===== config.mk =====
export PLATFORM = sky130hd
export DESIGN_NAME = div_arbiter_ctl
export DESIGN_NICKNAME = d
export VERILOG_FILES = /design/src/rtl/div_arbiter_ctl.sv
export SDC_FILE = /design/constraint.sdc
export NUM_CORES = 1
export LEC_CHECK = 0
export CORE_MARGIN = 3
export CORE_UTILIZATION = 60
export CTS_CLUSTER_DIAMETER = 80
export CTS_CLUSTER_SIZE = 12
export DETAILED_ROUTE_END_ITERATION = 8
export DONT_BUFFER_PORTS = 1
export PLACE_DENSITY = 0.81
export SLEW_MARGIN = 40
export SYNTH_ARGS = -nofsm -noshare
export SYNTH_HDL_FRONTEND = slang
export SYNTH_SLANG_ARGS = --single-unit

===== constraint.sdc =====
create_clock -name clock -period 2.4 [get_ports clock]
set_clock_uncertainty 0.05 [all_clocks]
set_input_delay 0.48 -clock clock [delete_from_list [all_inputs] [get_ports clock]]
set_output_delay 0.48 -clock clock [all_outputs]
set_load 0.005 [all_outputs]

===== src/rtl/div_arbiter_ctl.sv =====
// Round-robin controller sharing one fixed-point divider between two requesters.
// Sequences clear, start and completion wait, then returns a tagged response.
module div_arbiter_ctl #(
    parameter int W       = 10,
    parameter int CLR_CYC = 2,
    parameter int TIMEOUT = 128
) (
    input  logic           clock,
    input  logic           reset,
    input  logic [1:0]     req_valid,
    input  logic [2*W-1:0] req_a,
    input  logic [2*W-1:0] req_b,
    output logic [1:0]     req_ack,
    output logic           rsp_valid,
    output logic           rsp_id,
    output logic [W-1:0]   rsp_q,
    output logic           rsp_dvz,
    output logic           rsp_ovf,
    output logic           rsp_tmo,
    output logic           ctl_busy,
    output logic [W-1:0]   div_a,
    output logic [W-1:0]   div_b,
    output logic           div_reset,
    output logic           div_start,
    input  logic [W-1:0]   div_q,
    input  logic           div_busy,
    input  logic           div_dvz,
    input  logic           div_ovf,
    input  logic           div_valid
);

    typedef enum logic [2:0] {S_IDLE, S_CLR, S_START, S_WAIT, S_RESP} state_e;

    localparam int CMAX = (CLR_CYC > TIMEOUT) ? CLR_CYC : TIMEOUT;
    localparam int CW   = $clog2(CMAX);

    state_e         state_q, state_d;
    logic [CW-1:0]  cnt_q, cnt_d;
    logic           last_id_q, last_id_d;
    logic           cur_id_q, cur_id_d;
    logic [1:0]     req_ack_q, req_ack_d;
    logic           rsp_valid_q, rsp_valid_d;
    logic           rsp_id_q, rsp_id_d;
    logic [W-1:0]   rsp_q_q, rsp_q_d;
    logic           rsp_dvz_q, rsp_dvz_d;
    logic           rsp_ovf_q, rsp_ovf_d;
    logic           rsp_tmo_q, rsp_tmo_d;
    logic           busy_q, busy_d;
    logic [W-1:0]   div_a_q, div_a_d;
    logic [W-1:0]   div_b_q, div_b_d;
    logic           div_reset_q, div_reset_d;
    logic           div_start_q, div_start_d;

    logic           gnt_id;
    logic           done;

    // On a tie the requester not served last wins.
    assign gnt_id = (req_valid == 2'b11) ? ~last_id_q : req_valid[1];
    assign done   = ~div_busy & (div_valid | div_dvz | div_ovf);

    always_comb begin
        state_d     = state_q;
        cnt_d       = cnt_q;
        last_id_d   = last_id_q;
        cur_id_d    = cur_id_q;
        req_ack_d   = '0;
        rsp_valid_d = 1'b0;
        rsp_id_d    = rsp_id_q;
        rsp_q_d     = rsp_q_q;
        rsp_dvz_d   = rsp_dvz_q;
        rsp_ovf_d   = rsp_ovf_q;
        rsp_tmo_d   = rsp_tmo_q;
        div_a_d     = div_a_q;
        div_b_d     = div_b_q;
        div_reset_d = 1'b0;
        div_start_d = 1'b0;

        case (state_q)
            S_IDLE: begin
                if (|req_valid) begin
                    state_d     = S_CLR;
                    req_ack_d   = gnt_id ? 2'b10 : 2'b01;
                    div_a_d     = gnt_id ? req_a[2*W-1:W] : req_a[W-1:0];
                    div_b_d     = gnt_id ? req_b[2*W-1:W] : req_b[W-1:0];
                    cur_id_d    = gnt_id;
                    last_id_d   = gnt_id;
                    cnt_d       = '0;
                    div_reset_d = 1'b1;
                end
            end
            S_CLR: begin
                if (cnt_q == CW'(CLR_CYC - 1)) begin
                    state_d     = S_START;
                    cnt_d       = '0;
                    div_start_d = 1'b1;
                end else begin
                    cnt_d       = cnt_q + 1'b1;
                    div_reset_d = 1'b1;
                end
            end
            S_START: begin
                state_d = S_WAIT;
                cnt_d   = '0;
            end
            S_WAIT: begin
                // Completion is checked first so it wins over a same-cycle timeout.
                if (done) begin
                    state_d     = S_RESP;
                    rsp_valid_d = 1'b1;
                    rsp_id_d    = cur_id_q;
                    rsp_q_d     = div_q;
                    rsp_dvz_d   = div_dvz;
                    rsp_ovf_d   = div_ovf;
                    rsp_tmo_d   = 1'b0;
                end else if (cnt_q == CW'(TIMEOUT - 1)) begin
                    state_d     = S_RESP;
                    rsp_valid_d = 1'b1;
                    rsp_id_d    = cur_id_q;
                    rsp_q_d     = '0;
                    rsp_dvz_d   = 1'b0;
                    rsp_ovf_d   = 1'b0;
                    rsp_tmo_d   = 1'b1;
                end else begin
                    cnt_d = cnt_q + 1'b1;
                end
            end
            S_RESP: state_d = S_IDLE;
            default: state_d = S_IDLE;
        endcase

        busy_d = (state_d != S_IDLE);
    end

    always_ff @(posedge clock or negedge reset) begin
        if (!reset) begin
            state_q     <= S_IDLE;
            cnt_q       <= '0;
            last_id_q   <= 1'b1;
            cur_id_q    <= 1'b0;
            req_ack_q   <= '0;
            rsp_valid_q <= 1'b0;
            rsp_id_q    <= 1'b0;
            rsp_q_q     <= '0;
            rsp_dvz_q   <= 1'b0;
            rsp_ovf_q   <= 1'b0;
            rsp_tmo_q   <= 1'b0;
            busy_q      <= 1'b0;
            div_a_q     <= '0;
            div_b_q     <= '0;
            div_reset_q <= 1'b0;
            div_start_q <= 1'b0;
        end else begin
            state_q     <= state_d;
            cnt_q       <= cnt_d;
            last_id_q   <= last_id_d;
            cur_id_q    <= cur_id_d;
            req_ack_q   <= req_ack_d;
            rsp_valid_q <= rsp_valid_d;
            rsp_id_q    <= rsp_id_d;
            rsp_q_q     <= rsp_q_d;
            rsp_dvz_q   <= rsp_dvz_d;
            rsp_ovf_q   <= rsp_ovf_d;
            rsp_tmo_q   <= rsp_tmo_d;
            busy_q      <= busy_d;
            div_a_q     <= div_a_d;
            div_b_q     <= div_b_d;
            div_reset_q <= div_reset_d;
            div_start_q <= div_start_d;
        end
    end

    assign req_ack   = req_ack_q;
    assign rsp_valid = rsp_valid_q;
    assign rsp_id    = rsp_id_q;
    assign rsp_q     = rsp_q_q;
    assign rsp_dvz   = rsp_dvz_q;
    assign rsp_ovf   = rsp_ovf_q;
    assign rsp_tmo   = rsp_tmo_q;
    assign ctl_busy  = busy_q;
    assign div_a     = div_a_q;
    assign div_b     = div_b_q;
    assign div_reset = div_reset_q;
    assign div_start = div_start_q;

endmodule


==> flow_metrics.env <==
export IMPL_wl_per_cell_um=18.64
export IMPL_fin_nets=246
export IMPL_place_ws_ps=339.5
export IMPL_postSynthCellCount=184
export IMPL_p_leak_nw=1.113
export IMPL_min_delay_start="req_b[10]"
export IMPL_wl_um=4343
export IMPL_vias=1535
export IMPL_syn_nets=244
export IMPL_start_util_pct=63.31
export IMPL_clkSlewWorstSetupHoldPaths_ps=140
export IMPL_antenna_found_initial=0
export IMPL_cts_resized=0
export IMPL_grt_overflow=0
export IMPL_numCtsBuffers=5
export IMPL_use_met3_pct=6.973
export IMPL_end_kind="register"
export IMPL_syn_area_per_cell_um2=11.66
export IMPL_rr_worst_depth=5
export IMPL_yosysUniqueCellTypes=36
export IMPL_placed_cells=223
export IMPL_synth_seq_cells=52
export IMPL_ctsRootBufferMaster="clkbuf_4"
export IMPL_status="finished clean"
export IMPL_maxCapViolations=0
export IMPL_layout_common_cells="dfrtp_1, inv_1, a222oi_1, a22o_1, nor2_1"
export IMPL_drtIter0Drc=186
export IMPL_coreArea_um2=3390
export IMPL_syn2layout_area_growth_pct=6.531
export IMPL_grt_util_met1_pct=24.60
export IMPL_synth_top_area_share_pct=59.48
export IMPL_layout_commonest_cell="dfrtp_1"
export IMPL_die_area_um2=4330
export IMPL_yosys_area_share_xor_xnor_pct=0
export IMPL_ys_top_cells_by_area="dfrtp_1, a222oi_1, a22o_1"
export IMPL_startpoint="cnt_q[0]"
export IMPL_layout_drive_gt1_share_pct=10.16
export IMPL_critPathRequiredTime_ps=2600
export IMPL_worstMarginPinSlew_ps=562.9
export IMPL_crit_fanout=16
export IMPL_hold_viol=0
export IMPL_combinationalPowerShare_pct=31.7
export IMPL_tns_ps=0
export IMPL_fin_crit_ps=2088
export IMPL_synthMuxAreaShare_pct=0.5248
export IMPL_row_count=21
export IMPL_synth_seq_area_share_pct=60.70
export IMPL_route_detailed_drc=0
export IMPL_setup_viol=0
export IMPL_netSwitchingFraction_pct=35.94
export IMPL_firstDrtPassIters=6
export IMPL_hold_ws_ps=186.7
export IMPL_stdcell_count=233
export IMPL_synth_top_family_by_area="compound AO/OA/AOI/OAI gates"
export IMPL_clkPwrFrac_pct=14.0
export IMPL_top_usage_layer="met2"
export IMPL_h_tree_depth=2
export IMPL_multi_input_area_um2=709.4
export IMPL_die_w_um=65.80
export IMPL_crit_type="register to register"
export IMPL_yosys_warnings=0
export IMPL_arrival_ps=2290
export IMPL_grt_max_degree=53
export IMPL_clkLatencyLatePin_ps=350
export IMPL_io_pin_count=98
export IMPL_p_int_mw=1.829
export IMPL_gp_congestion=0.7943
export IMPL_p_seq_share_pct=54.3
export IMPL_slew_headroom_pct=62.37
export IMPL_viasPerCell=6.588
export IMPL_grt_pass1_wl_um=6775
export IMPL_hp_class="input pin to register"
export IMPL_syn_cell_area_um2=2146
export IMPL_nFillCells=242
export IMPL_setup_ws_ps=311.5
export IMPL_clock_path_buffers=2
export IMPL_port_buffers=0
export IMPL_grtUsageMet2_pct=34.67
export IMPL_cts_sinks=52
export IMPL_slew_violations=0
export IMPL_synth_compound_area_share_pct=19.48
export IMPL_hold_path_depth=2
export IMPL_synthAdderAreaFrac_pct=1.166
export IMPL_grt_setup_unrepaired="false"
export IMPL_dpl_hpwl_um=3161
export IMPL_switchingPower_mw=1.026
export IMPL_vdd_drop_max_mv=0.6382
export IMPL_seqCellArea_um2=1303
export IMPL_r2r_start="cnt_q[0]"
export IMPL_cts_tree="done"
export IMPL_max_freq_ghz=0.4788
export IMPL_critPathLaunchType="register"
export IMPL_die_y_um=65.80
export IMPL_power_density_nw_per_um2=1249
export IMPL_synth_simple_area_share_pct=11.90
export IMPL_period_share_pct=87.02
export IMPL_synth_top_area_cell="dfrtp_1"
export IMPL_gr_usage_all_layers_pct=20.30
export IMPL_antennaDiodeCount=0
export IMPL_grt_pass1_vias=1487
export IMPL_fin_area_um2=2286
export IMPL_place_area_um2=2186
export IMPL_antenna_left=0
power by group through the flow:
stage	clock network (mW)	registers [mW]	logic, mW
2_1_floorplan	0	1.47	0.761
3_3_place_gp	0	1.56	0.814
3_5_place_dp	0	1.58	0.885
4_1_cts	0.416	1.55	0.915
5_1_grt	0.453	1.60	1.04
6_report	0.400	1.55	0.905
final timing paths:
| kind | end | slack, ps |
|---|---|---|
| max | rsp_id | 310 |
| max in group asynchronous | last_id_q | 1440 |
| min | div_b[0] | 190 |
| min in group asynchronous | div_a[6] | 590 |
| min reg2reg | cur_id_q | 450 |
| max reg2reg | rsp_id | 310 |
sequential cells by signal (all words and copies together) (netlist names):
signal     cells
ctl_busy       1
rsp_dvz        1
rsp_id         1
cnt_q          7
rsp_tmo        1
rsp_q         10
div_start      1
state_q        3
cur_id_q       1
rsp_ovf        1
rsp_valid      1
div_b         10
req_ack        2
div_a         10
last_id_q      1
div_reset      1
worst max-delay path, cell delays in order (launching register included):
cell	delay, ps
dfrtp_1	430
ha_1	230
nand3_2	140
o22ai_1	250
nand3_1	460
mux2_2	430
final cells by class:
class                      instances  area share (%)
clock buffer                       7           2.408
timing repair buffer               6           2.956
inverter                          23           3.777
clock inverter                     1          0.3284
tap                               46           2.518
multi-input combinational         98           31.03
sequential                        52           56.98
cells in the mapped netlist (all sizes together):
library cell / number
a41oi: 1
o22ai: 1
or3: 1
and3: 2
ha: 2
dfrtp: 51
inv: 23
or4: 1
nor4: 2
dfstp: 1
nor2: 9
a211o: 1
a222oi: 20
and2: 2
or4b: 1
o41ai: 1
a21oi: 1
o21ai: 10
buf: 5
mux2: 1
nor4b: 2
nor3: 6
clkbuf: 6
a22o: 11
nor2b: 2
a21o: 2
nand2b: 3
nand2: 7
nand3: 6
or2: 1
o31ai: 2
repair_timing:
action                    CTS  global route
buffers inserted            0             0
hold endpoints to repair   52             0
hold buffers                2             0
cells by family (layout without fill, tap and decap cells):
family	Yosys count	after routing
mux	1	1
buf+inv	34	37
simple gates	45	45
compound gates	50	50
fa+ha+maj	2	2
flops	52	52
routing by layer:
layer	share of wire, %	routed length, um
met5	0	0
met2	54	2333
met4	0.28	12
met1	38	1639
met3	8.2	357
through the flow:
stage	util, %	power, mW
detailed placement	64.49	2.461
global route	67.44	3.085
floorplan	-	2.228
finish	67.44	2.856
CTS	67.44	2.884
global placement	64.49	2.373
Power figures use the tool's default switching activity.
